### config.mk
export PLATFORM = sky130hd
export DESIGN_NAME = spi_pwm_phy
export DESIGN_NICKNAME = d
export VERILOG_FILES = /design/src/rtl/spi_pwm_phy.sv
export SDC_FILE = /design/constraint.sdc
export NUM_CORES = 1
export LEC_CHECK = 0
export ABC_AREA = 1
export BUFFER_PORTS_ARGS = -buffer_cell sky130_fd_sc_hd__buf_4
export CORE_MARGIN = 2
export CORE_UTILIZATION = 45
export CTS_CLUSTER_SIZE = 40
export DETAILED_ROUTE_END_ITERATION = 10
export PLACE_DENSITY = 0.66
export SLEW_MARGIN = 0
export SYNTH_ARGS = -nofsm -noshare
export SYNTH_HDL_FRONTEND = slang
export SYNTH_SLANG_ARGS = --single-unit
### constraint.sdc
create_clock -name clk -period 6.5 [get_ports clk]
set_clock_uncertainty 0.1 [all_clocks]
set_input_delay 0.325 -clock clk [delete_from_list [all_inputs] [get_ports clk]]
set_output_delay 0.325 -clock clk [all_outputs]
set_load 0.005 [all_outputs]
### src/rtl/spi_pwm_phy.sv
// SPI mode-0 byte slave and single-channel PWM generator sharing one clock.
// The PWM period is derived from a frequency in Hz by a sequential restoring divider.
module spi_pwm_phy #(
  parameter int unsigned CLK_HZ      = 12000000,
  parameter int unsigned SYNC_STAGES = 2
) (
  input  logic        clk,
  input  logic        rst,
  input  logic        sclk,
  input  logic        mosi,
  input  logic        ss,
  output logic        miso,
  output logic        rx_byte_available,
  output logic [7:0]  rx_byte,
  output logic        tx_read_to_write,
  input  logic [7:0]  tx_byte,
  input  logic [15:0] freq,
  input  logic [15:0] duty_cycle_usec,
  output logic        pwm_pin
);

  localparam int unsigned TICK_DIV  = CLK_HZ / 1000000;
  localparam int unsigned PW        = (TICK_DIV > 1) ? $clog2(TICK_DIV) : 1;
  localparam logic [PW-1:0] PRESC_MAX = PW'(TICK_DIV - 1);
  localparam logic [19:0]   DIVIDEND  = 20'd1000000;

  // ---------------------------------------------------------------------------
  // SPI input synchronisers; ss resets high so reset never looks like a select.
  // ---------------------------------------------------------------------------
  logic [2:0] sync_q [SYNC_STAGES];
  logic       sclk_s, mosi_s, ss_s;
  logic       sclk_q, ss_q;
  logic       sclk_rise, sclk_fall, ss_fall;

  always_ff @(posedge clk or posedge rst) begin
    if (rst) begin
      for (int i = 0; i < SYNC_STAGES; i++) sync_q[i] <= 3'b100;
      sclk_q <= 1'b0;
      ss_q   <= 1'b1;
    end else begin
      sync_q[0] <= {ss, mosi, sclk};
      for (int i = 1; i < SYNC_STAGES; i++) sync_q[i] <= sync_q[i-1];
      sclk_q <= sclk_s;
      ss_q   <= ss_s;
    end
  end

  assign {ss_s, mosi_s, sclk_s} = sync_q[SYNC_STAGES-1];
  assign sclk_rise = sclk_s & ~sclk_q;
  assign sclk_fall = ~sclk_s & sclk_q;
  assign ss_fall   = ~ss_s & ss_q;

  // ---------------------------------------------------------------------------
  // SPI byte engine.
  // Handshake: rx_byte_available is a level that rises one clk after rx_byte is
  // updated; the controller reacts to its rising edge. tx_read_to_write rises on
  // the same clk and marks the window in which tx_byte may be written; it drops
  // when the sclk falling edge after the 8th bit reloads the tx shift register.
  // ---------------------------------------------------------------------------
  logic [2:0] bit_cnt;
  logic [6:0] rx_shift;
  logic [7:0] tx_shift;
  logic       avail_pend;
  logic       reload_pend;

  always_ff @(posedge clk or posedge rst) begin
    if (rst) begin
      bit_cnt           <= 3'd0;
      rx_shift          <= 7'd0;
      tx_shift          <= 8'd0;
      avail_pend        <= 1'b0;
      reload_pend       <= 1'b0;
      rx_byte           <= 8'd0;
      rx_byte_available <= 1'b0;
      tx_read_to_write  <= 1'b1;
      miso              <= 1'b0;
    end else if (ss_s) begin
      bit_cnt           <= 3'd0;
      rx_shift          <= 7'd0;
      avail_pend        <= 1'b0;
      reload_pend       <= 1'b0;
      rx_byte_available <= 1'b0;
      tx_read_to_write  <= 1'b1;
      miso              <= 1'b0;
    end else begin
      if (avail_pend) begin
        rx_byte_available <= 1'b1;
        tx_read_to_write  <= 1'b1;
        avail_pend        <= 1'b0;
      end

      if (ss_fall) begin
        tx_shift         <= tx_byte;
        miso             <= tx_byte[7];
        tx_read_to_write <= 1'b0;
      end else if (sclk_fall) begin
        if (reload_pend) begin
          tx_shift         <= tx_byte;
          miso             <= tx_byte[7];
          tx_read_to_write <= 1'b0;
          reload_pend      <= 1'b0;
        end else begin
          tx_shift <= {tx_shift[6:0], 1'b0};
          miso     <= tx_shift[6];
        end
      end

      if (sclk_rise) begin
        rx_shift <= {rx_shift[5:0], mosi_s};
        bit_cnt  <= bit_cnt + 3'd1;
        if (bit_cnt == 3'd7) begin
          rx_byte     <= {rx_shift, mosi_s};
          avail_pend  <= 1'b1;
          reload_pend <= 1'b1;
        end else if (bit_cnt == 3'd0) begin
          rx_byte_available <= 1'b0;
        end
      end
    end
  end

  // ---------------------------------------------------------------------------
  // Period divider: period_us = floor(1000000 / freq), one quotient bit per clk.
  // div_src is the freq the quotient belongs to; freq=0 short-circuits to 0.
  // ---------------------------------------------------------------------------
  typedef enum logic {DIV_IDLE, DIV_RUN} div_state_t;

  div_state_t  div_state, div_state_nxt;
  logic        div_start, div_zero;
  logic [15:0] div_src;
  logic [15:0] div_rem;
  logic [19:0] div_quo;
  logic [4:0]  div_cnt;
  logic [16:0] div_trial, div_diff;
  logic        div_ge;
  logic        div_done;

  always_ff @(posedge clk or posedge rst) begin
    if (rst) div_state <= DIV_IDLE;
    else     div_state <= div_state_nxt;
  end

  always_comb begin
    div_state_nxt = div_state;
    div_start     = 1'b0;
    div_zero      = 1'b0;
    case (div_state)
      DIV_IDLE: begin
        if (freq != div_src) begin
          if (freq == 16'd0) begin
            div_zero = 1'b1;
          end else begin
            div_start     = 1'b1;
            div_state_nxt = DIV_RUN;
          end
        end
      end
      DIV_RUN: begin
        if (div_cnt == 5'd0) div_state_nxt = DIV_IDLE;
      end
      default: div_state_nxt = DIV_IDLE;
    endcase
  end

  assign div_trial = {div_rem, DIVIDEND[div_cnt]};
  assign div_ge    = div_trial >= {1'b0, div_src};
  assign div_diff  = div_trial - {1'b0, div_src};
  assign div_done  = (div_state == DIV_IDLE) && (div_src == freq);

  always_ff @(posedge clk or posedge rst) begin
    if (rst) begin
      div_src <= 16'd0;
      div_rem <= 16'd0;
      div_quo <= 20'd0;
      div_cnt <= 5'd0;
    end else if (div_zero) begin
      div_src <= 16'd0;
      div_quo <= 20'd0;
    end else if (div_start) begin
      div_src <= freq;
      div_rem <= 16'd0;
      div_quo <= 20'd0;
      div_cnt <= 5'd19;
    end else if (div_state == DIV_RUN) begin
      div_rem <= div_ge ? div_diff[15:0] : div_trial[15:0];
      div_quo <= {div_quo[18:0], div_ge};
      div_cnt <= div_cnt - 5'd1;
    end
  end

  // ---------------------------------------------------------------------------
  // PWM timebase and output. A zero period means idle: counters held, pin low,
  // and settings are re-latched every clk until a non-zero period arrives.
  // ---------------------------------------------------------------------------
  logic [PW-1:0] presc;
  logic [19:0]   us_cnt;
  logic [19:0]   period_lat;
  logic [15:0]   duty_lat;
  logic          running, tick, boundary, latch_en;

  assign running  = (period_lat != 20'd0);
  assign tick     = running && (presc == PRESC_MAX);
  assign boundary = tick && (us_cnt == period_lat - 20'd1);
  assign latch_en = !running || boundary;

  always_ff @(posedge clk or posedge rst) begin
    if (rst) begin
      presc      <= '0;
      us_cnt     <= 20'd0;
      period_lat <= 20'd0;
      duty_lat   <= 16'd0;
      pwm_pin    <= 1'b0;
    end else begin
      if (latch_en) begin
        duty_lat <= duty_cycle_usec;
        if (div_done) period_lat <= div_quo;
      end

      if (!running) begin
        presc  <= '0;
        us_cnt <= 20'd0;
      end else begin
        presc <= tick ? '0 : presc + PW'(1);
        if (tick) us_cnt <= boundary ? 20'd0 : us_cnt + 20'd1;
      end

      pwm_pin <= running && (us_cnt < {4'd0, duty_lat});
    end
  end

endmodule

# == Word-level counts from Yosys, hierarchy flattened ==
# Memory sizes are Yosys's and may differ from the RTL's.
# Cells that the tools add are included.
# totals
reg_bits,157
mem_bits_ro,32
input_bits,45
out_inout_bits,12
wordCells,120
mem_count,1
# classes
add_sub_neg,6
magnitude_cmp,3
n_eq_ne,6
muxes,53
bitwise,8
n_reduce_logical,20
# mem_list
name,depth,word_bits,rd,rd_ports_with_merged_regs,wr,line,source
(name not given),32,1,1,0,0,165,"assign div_trial = {div_rem, DIVIDEND[div_cnt]};"
# ops
cell,n
$mux 20,6
$mux 16,5
$mux 7,5
$mux 1,30
$add 20x1->20 const B,1
$eq 20x20->1,1
$lt 20x16->1,1
$reduce_bool 20->1,1
$sub 20x1->20 const B,1
$ge 17x16->1,1
$eq 16x16->1,1
$logic_not 16->1,1
$ne 16x16->1,1
$sub 16x16->16,1
$mux 5,2
$mux 4,2
$reduce_bool 2->1,4
$lt 5x6->1 const B,1
$mux 3,2
$reduce_and 2->1,3
$reduce_bool 3->1,2
$logic_not 5->1,1
$not 1->1,5
$sub 5x1->5 const B,1
other kinds (12),17

# == Logic depth before layout (Yosys ltp) ==
# logic_depth
ltp_word,7
depth_mapped,17
ltp_nobuf,17

# == Worst setup path before layout ==
# OpenSTA, ideal clock, no wires.
# synth_timing
kind,register to register
startpoint,register div_cnt[0]
endpoint,register div_rem[1]
setup_time_ps,66
arrival_time_ps,2416
required_ps,6334
setup_slack_ps,3918
stages_incl_launch_ff,16
n_path_buf,1
synth_period_minus_slack_ps,2582
cell_sequence,dfrtp_1 -> inv_1 -> ha_1 -> a221oi_1 -> ha_1 -> o21ai_0 -> a21boi_0 -> inv_1 -> nand4_1 -> nand2_1 -> nand2_2 -> nand2_2 -> buf_4 -> nand2_1 -> nand3_1 -> nand2_1
# synth_via
elab_chain_len,6
word_cells_on_any_way,7
classes_between,add/sub: 1; order compare: 1; mux: 4; memory: 1
# synth_lines
element,line,source
from (decl),133,logic [4:0] div_cnt;
from (signal assigned),187,div_cnt <= div_cnt - 5'd1;
$mem_v2 32x1 *,--,
$mux 1 (implied by the code) *,165,
$sub 16x16->16 / $ge 17x16->1 (equally long branches),"167, 166",
$mux 16 *,185,div_rem <= div_ge ? div_diff[15:0] : div_trial[15:0];
$mux 16 *,184,end else if (div_state == DIV_RUN) begin
$mux 16 *,179,end else if (div_start) begin
to (signal assigned),185,
to (decl),131,logic [15:0] div_rem;
# Mark *: on every way between the ends. The rest lies on a longest branch, timed or not. The select of a mux whose other input is x is not followed.
# A chain may end at the register's enable or synchronous reset.

# == Final worst setup path ==
# layout_timing
startpoint,register div_state
endpoint,register period_lat[1]
# layout_via
elab_chain_len,3
# layout_lines
element,line,source
from (decl),128,"div_state_t div_state, div_state_nxt;"
from (signal assigned),140,else div_state <= div_state_nxt;
$not 1->1,--,
$logic_and 1x1->1,168,assign div_done = (div_state == DIV_IDLE) && (div_src == freq);
$reduce_and 2->1 (no source line),--,
to (signal assigned),216,if (div_done) period_lat <= div_quo;
to (decl),197,logic [19:0] period_lat;
# No other way between the ends.

==> metrics.md <==
| Metric | Value |
|---|---|
| CTS H-tree depth | 4 |
| Gr ovfl total | 0 |
| Layout cell share with drive strength beyond 1 | 0.112 |
| Antenna-violating nets left | 0 |
| Initial Util | 0.459 |
| Initial drt markers | 510 |
| Crit path DAT | 4160 ps |
| Total CTS buffers | 17 |
| #FFs+latches synth | 157 |
| Fillers | ~1900 |
| Worst setup path end | period_lat[1] |
| Post-CTS setup buffers | 0 |
| Leakage Power | 5.18 nW |
| Sequential area share after synthesis | 0.439 |
| Yosys top cell by area | dfrtp_1 |
| Finished Cell Area | between 0.01 and 0.015 sq mm |
| Core Rows | 51 |
| Via count | ~7300 |
| Via density per instance | 4.99 |
| Run status | completed |
| Mux contribution to synthesized area | 0.00126 |
| Final net count | about 1300 |
| Setup TNS | 0 ps |
| Final Hold Vio Count | 0 |
| Cell variety after synth | 44 |
| Area delta synth->final | 14.1% |
| Clk pin slew, worst setup/hold paths | 70 ps |
| Wire per inst | 13.3 microns |
| Worst setup SP type | flop |
| Adder-Cell Fraction of Synth Area | 0.0608 |
| Antenna cell count | 0 |
| Total Routing Usage GR | 0.191 |
| RR Endpoint | period_lat[1] |
| Reg2reg setup slack | 2540 ps |
| CP Class | reg2reg |
| Number of synthesized flops with an enable pin | 0 |
| Peak supply drop | 0.162 mV |
| Post-synthesis simple-gate area fraction | 0.270 |
| Remaining routing DRC violations | 0 |
| Die width | around 150 microns |
| PwrDens | 287 mW/mm^2 |
| Gpl congestion | 0.852 |
| RSZ-0062 raised after global routing | false |
| Top_reg_cell synth | dfrtp_1 |
| Period minus WS final | 3960 ps |
| Cells after synthesis | between 1000 and 1500 |
| Synth Area per Inst | 7.95 sq um |
| Buffers on Ports | 56 |
| Max-slew headroom | 0.422 |
| Synth Cell Area | 0.00897 sq mm |
| Clock tree buffer depth | 2 |
| CTS tree | built |
| Hold Crit Class | in2reg |
| Yosys Warn Count | 0 |
| Post-Synth XOR/XNOR Area | 0.0518 |
| Core ar. | 0.0195 sq mm |
| Final WL | 19.4 mm |
| CP startpoint | div_state |
| Placed cell areas | between 0.009 and 0.01 sq mm |
| Worst Reg2Reg Path Length in Cells | 6 |
| First-pass GRT wire length | 33.6 mm |
| Die area | 0.0211 sq mm |
| Fin util | 0.524 |
| Syn_nets | about 1200 |
| Vias in the first global route | about 7000 |
| Resized cells post-CTS | 0 |
| Synth Area in Compound Gates | 0.0942 |
| Max Fclk | ~250 MHz |
| 1st-pass router iterations | 5 |
| Hold buffers post-CTS | 10 |
| Die Y | 145 microns |
| Worst-path fanout max | 24 |
| Final HPWL DP | 14.1 mm |
| Main combinational cell family by area after synthesis | simple AND/OR/NAND/NOR gates |
| Maxcap violations | 0 |
| Ports | 57 |
| Final worst path period share | 0.609 |
| Endpoints failing setup | 0 |
| Ys async rst share | 1.00 |
| CP endpoint kind | flop |
| Clk sink count | between 150 and 200 |
| Max-slew violations | 0 |
| Clock root buffer master | clkbuf_16 |
| Clk Latency, worst-skew pair | 430 ps |
| Initial antenna violation count | 0 |
| Worst endpoint required time | 6710 ps |
| Synth top area share | 0.427 |
| Largest net degree at the start of global routing | 90 |
| Slew @ Worst Pin | 867 ps |
| Worst R2R Start | div_state |
| Synth area leaders | dfrtp_1, nand2_1, inv_1 |
[through the flow]
stage                     instances  power (mW)  worst slack, ps  hold slack [ps]
after global routing           1461        3.14             1990             15.4
after CTS                      1461        2.96             2540            0.740
after floorplan                1128        1.79             1850              229
after global placement         1419        1.98             2730              233
after detailed placement       1419        1.99             2570              235
final                          1461        2.94             2540             10.1
[layout make-up]
type                       instances  area (sq um)  area share
timing repair buffer              69           543      0.0531
sequential                       157          3930       0.385
clock buffer                      18           429      0.0420
tap                              265           332      0.0324
inverter                         148           561      0.0548
clock inverter                    14           144      0.0141
multi-input combinational        790          4290       0.419
[sequential cells by signal, indices dropped and copies added, names as in the netlist, 3 cells and up]
name / count
div_rem: 16
div_cnt: 5
div_src: 16
bit_cnt: 3
rx_shift: 7
period_lat: 20
us_cnt: 20
div_quo: 20
duty_lat: 16
sync_q: 3
tx_shift: 7
rx_byte: 8
presc: 4
[layer usage]
layer  up-vias  GRT usage  part of all wire
li1       3746          -                 -
met1      3406      0.260              0.47
met2       114      0.317              0.48
met3        22     0.0349             0.030
met4         0     0.0480             0.012
met5         -          0                 0
[cell usage in the layout (no fill, tap or decap), types with 6 or more instances in the layout]
cell           count
a21oi_1           28
buf_4             59
clkbuf_16         17
dfrtp_1          153
dlygate4sd3_1     10
ha_1              42
inv_1            145
inv_6              6
nand2_1          290
nand2_2            6
nand3_1           63
nand3_2           13
nand3b_1          21
nand4_1           16
nor2_1            93
nor3_1            16
o21ai_0           78
o22ai_1           26
or2_2              7
xnor2_1           34
xor2_1            19
[synthesized netlist by cell type, types with 16 or more instances]
cell type	number
nand3b_1	21
nor3_1	16
xor2_1	19
nand2_1	290
xnor2_1	34
a21oi_1	29
dfrtp_1	153
nand4_1	16
nor2_1	93
o22ai_1	26
nand3_1	63
inv_1	146
o21ai_0	78
ha_1	42
[worst min-delay path by stage]
stage	endpoint	cells after the start	from	slack, ps
after floorplan	sync_q[5]	0	ss	230
after global placement	sclk_s	0	sync_q[3]	230
after detailed placement	sclk_s	0	sync_q[3]	230
after CTS	duty_lat[14]	3	duty_cycle_usec[14]	0.7
after global routing	duty_lat[5]	3	duty_cycle_usec[5]	20
final	duty_lat[14]	3	duty_cycle_usec[14]	10
[power breakdown]
group	switching (mW)	internal, mW
clock	0.451	0.511
sequential	0.0771	1.09
combinational	0.484	0.327
total	1.01	1.93
[cells by family after synthesis]
logic type,Yosys count
adders and majority gates,43
and+or+nand+nor,540
buffers and inverters,181
xor gates and xnor gates,53
muxes,1
DFF,157
AOI/OAI and AO/OA,153
[critical path: stages (launching register included)]
cell	delay [ps]
dfrtp_1	680
inv_1	620
nand3_1	670
inv_1	860
nand2_1	620
nand2_1	180
nand2_1	80
Power figures use the tool's default switching activity.
